==> config.mk <==
export PLATFORM = sky130hd
export DESIGN_NAME = spi_tx_shifter
export DESIGN_NICKNAME = d
export VERILOG_FILES = /design/src/rtl/spi_tx_shifter.sv
export SDC_FILE = /design/constraint.sdc
export NUM_CORES = 1
export LEC_CHECK = 0
export ABC_AREA = 0
export ABC_CLOCK_PERIOD_IN_PS = 2400
export CAP_MARGIN = 40
export CORE_MARGIN = 10
export CORE_UTILIZATION = 55
export DETAILED_ROUTE_END_ITERATION = 12
export GPL_ROUTABILITY_DRIVEN = 0
export PLACE_DENSITY = 0.87
export REMOVE_ABC_BUFFERS = 1
export SYNTH_ARGS = -nofsm -noshare
export SYNTH_HDL_FRONTEND = slang
export SYNTH_SLANG_ARGS = --single-unit
==> constraint.sdc <==
create_clock -name clk_in -period 2.4 [get_ports clk_in]
set_input_delay 0.24 -clock clk_in [delete_from_list [all_inputs] [get_ports clk_in]]
set_output_delay 0.24 -clock clk_in [all_outputs]
set_load 0.03 [all_outputs]
==> src/rtl/spi_tx_shifter.sv <==
// spi_tx_shifter: transmit-side serializer of the SPI master.
// Takes one parallel word over valid/ready and shifts it out MSB-first in
// SPI mode 0 (sclk idles low, data stable across the rising edge).
// The block generates sclk_out and cs_n_out itself. mosi_out and sel_out feed
// the SPI output mux: sel_out=0 selects this serializer, sel_out=1 the idle path.
// Every output is a flop. The next-state logic below computes the next value
// of each output, so the outputs change on the same edge as the state.
module spi_tx_shifter #(
  parameter int DATA_WIDTH = 8,
  parameter int CLK_DIV    = 4
) (
  input  logic                  clk_in,
  input  logic                  rst_in,
  input  logic [DATA_WIDTH-1:0] data_in,
  input  logic                  valid_in,
  output logic                  ready_out,
  output logic                  busy_out,
  output logic                  done_out,
  output logic                  sclk_out,
  output logic                  cs_n_out,
  output logic                  mosi_out,
  output logic                  sel_out
);

  // The divider needs at least one bit, so CLK_DIV=1 still gets a legal
  // counter. With one bit the terminal count is 0 and the compare cannot underflow.
  localparam int CNT_W = (CLK_DIV > 1) ? $clog2(CLK_DIV) : 1;
  localparam int BIT_W = $clog2(DATA_WIDTH);
  localparam logic [CNT_W-1:0] DIV_LAST = CNT_W'(CLK_DIV - 1);
  localparam logic [BIT_W-1:0] BIT_LAST = BIT_W'(DATA_WIDTH - 1);

  typedef enum logic [2:0] {
    ST_IDLE,
    ST_SETUP,
    ST_HIGH,
    ST_LOW,
    ST_HOLD,
    ST_DONE
  } state_t;

  state_t r_state, w_stateNext;

  // mosi_out is the MSB of the shift register. Loading, shifting and clearing
  // the register therefore also produces the serial data line.
  logic [DATA_WIDTH-1:0] r_shiftReg, w_shiftNext;
  logic [BIT_W-1:0]      r_bitCnt, w_bitNext;
  logic [CNT_W-1:0]      r_divCnt, w_divNext;

  logic r_ready, w_readyNext;
  logic r_busy, w_busyNext;
  logic r_done, w_doneNext;
  logic r_sclk, w_sclkNext;
  logic r_csN, w_csNNext;
  logic r_sel, w_selNext;

  logic w_divLast;

  assign w_divLast = (r_divCnt == DIV_LAST);

  // Next-state and next-output logic; every state holds for CLK_DIV cycles except IDLE/DONE
  always_comb begin
    w_stateNext = r_state;
    w_shiftNext = r_shiftReg;
    w_bitNext   = r_bitCnt;
    w_divNext   = r_divCnt;
    w_readyNext = r_ready;
    w_busyNext  = r_busy;
    w_doneNext  = 1'b0;
    w_sclkNext  = r_sclk;
    w_csNNext   = r_csN;
    w_selNext   = r_sel;

    case (r_state)
      ST_IDLE: begin
        w_divNext = '0;
        if (valid_in) begin
          w_stateNext = ST_SETUP;
          w_shiftNext = data_in;
          w_bitNext   = BIT_LAST;
          w_csNNext   = 1'b0;
          w_selNext   = 1'b0;
          w_readyNext = 1'b0;
          w_busyNext  = 1'b1;
          w_sclkNext  = 1'b0;
        end
      end

      ST_SETUP: begin
        if (w_divLast) begin
          w_stateNext = ST_HIGH;
          w_divNext   = '0;
          w_sclkNext  = 1'b1;
        end else begin
          w_divNext = r_divCnt + CNT_W'(1);
        end
      end

      ST_HIGH: begin
        if (w_divLast) begin
          w_divNext  = '0;
          w_sclkNext = 1'b0;
          if (r_bitCnt == '0) begin
            w_stateNext = ST_HOLD;
          end else begin
            w_stateNext = ST_LOW;
            w_shiftNext = {r_shiftReg[DATA_WIDTH-2:0], 1'b0};
            w_bitNext   = r_bitCnt - BIT_W'(1);
          end
        end else begin
          w_divNext = r_divCnt + CNT_W'(1);
        end
      end

      ST_LOW: begin
        if (w_divLast) begin
          w_stateNext = ST_HIGH;
          w_divNext   = '0;
          w_sclkNext  = 1'b1;
        end else begin
          w_divNext = r_divCnt + CNT_W'(1);
        end
      end

      ST_HOLD: begin
        if (w_divLast) begin
          w_stateNext = ST_DONE;
          w_divNext   = '0;
          w_doneNext  = 1'b1;
          w_csNNext   = 1'b1;
          w_selNext   = 1'b1;
          w_shiftNext = '0;
          w_busyNext  = 1'b1;
          w_readyNext = 1'b0;
        end else begin
          w_divNext = r_divCnt + CNT_W'(1);
        end
      end

      ST_DONE: begin
        w_stateNext = ST_IDLE;
        w_divNext   = '0;
        w_readyNext = 1'b1;
        w_busyNext  = 1'b0;
      end

      default: begin
        w_stateNext = ST_IDLE;
        w_shiftNext = '0;
        w_bitNext   = '0;
        w_divNext   = '0;
        w_readyNext = 1'b1;
        w_busyNext  = 1'b0;
        w_sclkNext  = 1'b0;
        w_csNNext   = 1'b1;
        w_selNext   = 1'b1;
      end
    endcase
  end

  // State and output registers; reset aborts any transfer at once, with no done pulse
  always_ff @(posedge clk_in) begin
    if (rst_in) begin
      r_state    <= ST_IDLE;
      r_shiftReg <= '0;
      r_bitCnt   <= '0;
      r_divCnt   <= '0;
      r_ready    <= 1'b1;
      r_busy     <= 1'b0;
      r_done     <= 1'b0;
      r_sclk     <= 1'b0;
      r_csN      <= 1'b1;
      r_sel      <= 1'b1;
    end else begin
      r_state    <= w_stateNext;
      r_shiftReg <= w_shiftNext;
      r_bitCnt   <= w_bitNext;
      r_divCnt   <= w_divNext;
      r_ready    <= w_readyNext;
      r_busy     <= w_busyNext;
      r_done     <= w_doneNext;
      r_sclk     <= w_sclkNext;
      r_csN      <= w_csNNext;
      r_sel      <= w_selNext;
    end
  end

  assign ready_out = r_ready;
  assign busy_out  = r_busy;
  assign done_out  = r_done;
  assign sclk_out  = r_sclk;
  assign cs_n_out  = r_csN;
  assign mosi_out  = r_shiftReg[DATA_WIDTH-1];
  assign sel_out   = r_sel;

endmodule

==> impl_results.md <==
- Antenna-violating nets left: 0
- Syn. warnings: 0
- Comb pwr share: 19.1%
- Max clock buf depth: 2
- Netlist Area Pre-Place: 0.00110 mm²
- Final wirelength: 2130 µm
- Crit Reg-Reg Endpoint: r_shiftReg[7]
- Hold crit path type: flop to flop
- RR Startpoint: r_bitCnt[0]
- Top post-synthesis cells by area: dfxtp_1 38%, mux2i_1 6.4%, nand3b_1 5.5%, o31ai_1 4.8%, a211oi_1 4.1%
- Via count: 886
- Power Dens Cells: 528 mW/mm²
- Multi-input gate area: 598 µm²
- Max Clk Rate: 0.565 GHz
- Hold Crit Depth: 1
- Fillers: 161
- Core Util, Final: 67.4%
- Detailed Place HPWL: 1600 µm
- Clock Sinks: 21
- Initial antenna violation count: 0
- CTS Buf Count: 3
- Max_slew headroom: 60.8%
- Int Pwr: 0.498 mW
- Arr. time, crit path: 1990 ps
- Clock Skew: 6.38 ps
- Commonest cells after routing, fill and taps aside: 21 x dfxtp_1, 17 x clkdlybuf4s50_1, 10 x nor2_1
- H-tree depth: 1
- Clk_lat worst skew: 300 ps
- Part of the power in registers: 56.4%
- Worst Path Required: 2620 ps
- I/O Buffers: 17
- Area grow syn2layout: 18.2%
- Die span in x: 64.6 µm
- R2R setup slack: 630 ps
- Total power: 0.684 mW
- Starting density of the core: 57.0%
- CORE AREA: 0.00192 mm²
- Total grt overflow: 0
- Final critical-path share of the clock period: 73.8%
- Post-CTS Setup Bufs: 0
- VDD IR max: 372 µV
- Critical path fanouts, max: 16
- Clock network fraction of total power: 24.4%
- Synth Instances: 116
- Vias in the first global route: 862
- NetSw: 0.186 mW
- Cts hold-fix bufs: 0
- RSZ-0062 raised after global routing: false
- Nets: 145
- Die area: 0.00418 mm²
- Clock transition at the registers of the reported paths: 120 ps
- Ant. Diodes: 0
- Worst-Margin Slew: 588 ps
- Worst Hold Launch: r_divCnt[0]
- Post-route minimum period: 1770 ps
- TritonCTS clock tree: done
- Post-synthesis sequential area ratio: 38.4%
- Critical path type: flop to flop
- # IOs: 18
- Final setup TNS: 0 ps
- Standard-cell rows: 16
- Switching Share: 27.2%
- Commonest non-fill, non-tap cell in the layout: dfxtp_1
- Critical Path Sink Type: flop
- Final Setup Violations: 0
- #FFs+latches synth: 21
- Clk root buf: clkbuf_4
- Max-cap violations: 0
- Sequential cell area: 420 µm²
- First-pass GRT wire length: 3580 µm
- Synth area leader: dfxtp_1
- Syn avg cell area: 9.45 µm²
- R2R cell count: 7
- Gr usage total: 10.3%
- Die Height: 64.6 µm
- Share of layout cells above drive strength 1: 8.46%
- Wire per inst: 13.5 µm
- Largest net degree at the start of global routing: 21
- Worst setup startpoint: r_bitCnt[0]
- Status: completed
- Nature of the critical path startpoint: flop
- Post_cts resized: 0
- DR vias/cell: 5.64
- Netlist cell types: 34
- Yosys top cell area share: 38.4%
- Pleak: 0.482 nW
- Min-Delay Endpoint: r_divCnt[0]
- Initial DRC Count: 34
- DR pass1 iterations: 4
- Drt drc: 0
- Hold Vio Cnt, Final: 0
- Final max-slew violation count: 0
## flip-flops by register name, summed over array words and instances (netlist names)
signal,flops
busy_out,1
done_out,1
r_bitCnt,3
r_divCnt,2
r_shiftReg,8
r_state,3
ready_out,1
sclk_out,1
sel_out,1
## routing by layer
metal | vias up | track usage [%] | share of wire (%)
li1 | 451 | - | -
met3 | 4 | 2.75 | 3.7
met4 | 0 | 4.01 | 1.3
met2 | 17 | 18.1 | 49
met5 | - | 0 | 0
met1 | 414 | 11.5 | 46
## area by class of cell
class | count | share of cell area, %
Multi-Input combinational cell | 79 | 46.2
Timing Repair Buffer | 20 | 14.9
Inverter | 6 | 1.74
Clock buffer | 3 | 1.74
Clock inverter | 1 | 0.386
Tap cell | 27 | 2.61
Sequential cell | 21 | 32.5
## worst max-delay path: stages (launching register included)
cell and delay (ps):
dfxtp_1 350, inv_1 60, ha_1 200, ha_1 210, and4bb_1 360, nor4_4 60
buf_4 190, o31ai_1 250
## worst max-delay path by stage
stage	endpoint	slack, ps	depth (start not counted)
finish	r_shiftReg[7]	630	7
global route	r_shiftReg[0]	510	7
CTS	r_shiftReg[0]	600	7
detailed placement	r_shiftReg[7]	600	5
global placement	r_shiftReg[0]	710	5
floorplan	r_shiftReg[0]	660	7
## power by group through the flow
| stage | combinational, mW | sequential [mW] | clock (mW) |
|---|---|---|---|
| floorplan | 0.0649 | 0.406 | 0 |
| global placement | 0.128 | 0.393 | 0 |
| detailed placement | 0.133 | 0.394 | 0 |
| CTS | 0.133 | 0.386 | 0.181 |
| global route | 0.144 | 0.390 | 0.188 |
| finish | 0.131 | 0.386 | 0.167 |
## stage by stage
step	setup slack [ps]	cells	hold WS (ps)	cell area [µm²]
final	630	157	430	1290
after floorplan	665	106	312	1040
after CTS	598	157	438	1290
after global placement	711	153	405	1270
after global routing	506	157	461	1290
after detailed placement	604	153	420	1270
## cells in the mapped netlist, drive strengths merged
cell type  count
dfxtp         21
nor2          10
nand3b         8
buf            7
mux2i          7
o31ai          7
a211oi         6
inv            6
a21oi          5
nand2b         5
nor3           4
a21o           3
clkbuf         3
ha             3
nand2          3
o21bai         2
or3            2
a2111o         1
a2111oi        1
a21boi         1
a22oi          1
and2           1
and3b          1
and4bb         1
nor4           1
nor4b          1
o211ai         1
o32a           1
o41ai          1
or2            1
xor2           1
## cell families (layout without fill, tap and decap cells)
family / count (synthesis) / count (layout) / share of synthesized area, %
and+or+nand+nor: 38 / 38 / 23.7
AOI/OAI and AO/OA: 30 / 30 / 20.2
DFF: 21 / 21 / 38.4
buffers and inverters: 16 / 30 / 7.08
muxes: 7 / 7 / 6.39
adders and majority gates: 3 / 3 / 3.43
xor gates and xnor gates: 1 / 1 / 0.799
Power figures use the tool's default switching activity.
==> patch: new RTL, same flow settings <==
Reset style: asynchronous (`rst_in`), changed in one clocked block.
--- a/src/rtl/spi_tx_shifter.sv
+++ b/src/rtl/spi_tx_shifter.sv
@@ -159,5 +159,5 @@
 
   // State and output registers; reset aborts any transfer at once, with no done pulse
-  always_ff @(posedge clk_in) begin
+  always_ff @(posedge clk_in or posedge rst_in) begin
     if (rst_in) begin
       r_state    <= ST_IDLE;
Formal check against the unedited RTL: differs if rst_in is asserted again (counterexample within 4 cycles, from zero or initial values and one cycle with rst_in high); with rst_in held inactive, the same outputs for 10 cycles.
==> patch against the original RTL <==
  * Global-route usage up 0.30 points
  * Routed wire length decreased by 2.2%
  * Critical path type unchanged
  * Synthesized area rose by 1.1%
  * Setup slack got worse by 0.21 ns
  * Final area rose by 2.7%
  * Sequential cell count unchanged
  * Die area rose by 0.79%
Power is not compared: it rests on default switching activity, and its combinational part moved more than twofold at a synthesized area within 25%.
==> patch: results (changes against the original RTL) <==
RUN STATUS
-----------------------------------------------------------------------------------------------------
Status                                                                                   complete, no violations

YOSYS
-----------------------------------------------------------------------------------------------------
Portion of the post-synthesis area used by sequential elements                                 47.63%   +9.3 points
Post-Synthesis Cells                                                                              101   -13%
Async set-reset flop share out of synthesis                                                    100.0%   +100 points
Most used DFF post-synth                                                                 sky130_fd_sc_hd__dfrtp_1
Post-synthesis share of cell area spent on full adders, half adders and majority gates         3.386%   -0.039 points
Share of cell area taken by muxes after synthesis                                              11.63%   +5.2 points
Xor and xnor fraction of the mapped netlist area                                                   0%   -0.80 points
Area fraction in compound gates after synthesis                                                14.33%   -5.9 points
Number of distinct library cell variants in the gate-level netlist after synthesis                 33   -2.9%
Leading cell types by total area after synthesis                                         sky130_fd_sc_hd__dfrtp_1, sky130_fd_sc_hd__mux2_2, sky130_fd_sc_hd__a22o_1
Commonest cells in the netlist                                                           sky130_fd_sc_hd__dfrtp_1, sky130_fd_sc_hd__inv_1, sky130_fd_sc_hd__a22o_1, sky130_fd_sc_hd__mux2_2, sky130_fd_sc_hd__a21oi_1

DETAILED ROUTING
-----------------------------------------------------------------------------------------------------
Average detailed-routed wire length per instance                                         14.25 microns   +5.2%
Via total after detailed routing                                                                  815   -8.0%
Initial detailed-routing violation count                                                           33   -2.9%

HOLD PATH
-----------------------------------------------------------------------------------------------------
Type of the most critical hold path                                                          in2async

CRITICAL PATH
-----------------------------------------------------------------------------------------------------
Worst path arrival time                                                                       2.18 ns   +0.19 ns
Internal reg-to-reg setup slack                                                               0.42 ns   -0.21 ns
Largest driver fanout on the critical path                                                          8   -8
Worst r2r dst                                                                            r_shiftReg[1]
Worst flop-to-flop path startpoint                                                        r_bitCnt[0]
Number of cell instances on the worst register-to-register path                                     6   -1

STA
-----------------------------------------------------------------------------------------------------
Minimum hold slack                                                                          0.3618 ns   -0.06863 ns
Worst setup skew after layout                                                             0.006669 ns   +0.0002864 ns
Slew HR                                                                                        47.99%   -13 points
Final critical path time including I/O delays and setup                                      1.983 ns   +0.2125 ns

FINAL LAYOUT
-----------------------------------------------------------------------------------------------------
Net count reported at finish                                                                      134   -7.6%
Number of cells in the finished layout apart from fillers                                         146   -7.0%
Antenna diode instance count                                                                        0   unchanged
Share of final-layout standard cells stronger than drive strength 1                            17.65%   +9.2 points

CLOCK NETWORK
-----------------------------------------------------------------------------------------------------
Clock-pin slew on the worst setup and hold paths                                              0.12 ns   about the same
Level count of the clock H-tree                                                                     1   unchanged
Buffers inserted during post-CTS setup optimization                                                 0   unchanged

PLACEMENT
-----------------------------------------------------------------------------------------------------
Half-perimeter wire length after detailed placement                                          1.587 mm   -0.76%
Setup slack at placement                                                                    0.4145 ns   -0.1893 ns
Port Buffers                                                                                       17   unchanged
Placed Area                                                                                1303 sq um   +2.8%
Cell count after placement                                                                        142   -7.2%

GRT
-----------------------------------------------------------------------------------------------------
Pin count of the biggest net entering global routing                                               22   +4.8%
Global-route total usage across every layer                                                    10.59%   +0.30 points
Vias in the first global route                                                                    805   -6.6%
First-pass GRT wire length                                                                   3.594 mm   +0.36%

patch: worst max-delay path, cell delays in order, from the launching register on:
cell                      delay (ns)
sky130_fd_sc_hd__dfrtp_1        0.34
sky130_fd_sc_hd__inv_1          0.06
sky130_fd_sc_hd__ha_1           0.19
sky130_fd_sc_hd__ha_1           0.21
sky130_fd_sc_hd__or4bb_4        0.54
sky130_fd_sc_hd__nand4_4        0.18
sky130_fd_sc_hd__mux2_2         0.35
patch: worst max path at each step:
stage                 from             to  cells after the start
6_report       r_bitCnt[0]  r_shiftReg[1]                      6
5_1_grt        r_bitCnt[0]  r_shiftReg[1]                      6
4_1_cts        r_bitCnt[0]  r_shiftReg[1]                      6
3_5_place_dp   r_bitCnt[0]  r_shiftReg[1]                      6
3_3_place_gp   r_bitCnt[0]  r_shiftReg[1]                      6
2_1_floorplan  r_bitCnt[0]  r_shiftReg[1]                      6
patch: area by class of cell:
type / count / area [sq um]
multi-input combinational: 63 / 503.0
clock buffer: 3 / 22.52
inverter: 10 / 37.54
fill: 169 / 611.8
clock inverter: 1 / 5.005
tap: 27 / 33.78
sequential: 21 / 528.0
timing repair buffer: 21 / 200.2
patch: report_power, final:
part           switching [mW]  internal, mW
registers               0.118         0.497
clock network           0.107        0.0623
logic                   0.374         0.370
total                   0.600         0.929
patch: logic make-up (layout without fill, tap and decap cells):
logic type               Yosys count  count (layout)
AND/OR/NAND/NOR                   25              25
AO/OA/AOI/OAI                     23              23
flip-flops                        21              21
buffers and inverters             17              35
multiplexers                      12              12
adder cells (fa/ha/maj)            3               3
patch: layer usage:
layer	up-vias	track usage, %	wire, microns
met2	21	17.00	969
met1	388	11.67	905
met5	-	0	0
li1	401	-	-
met4	0	5.615	44
met3	5	4.467	160
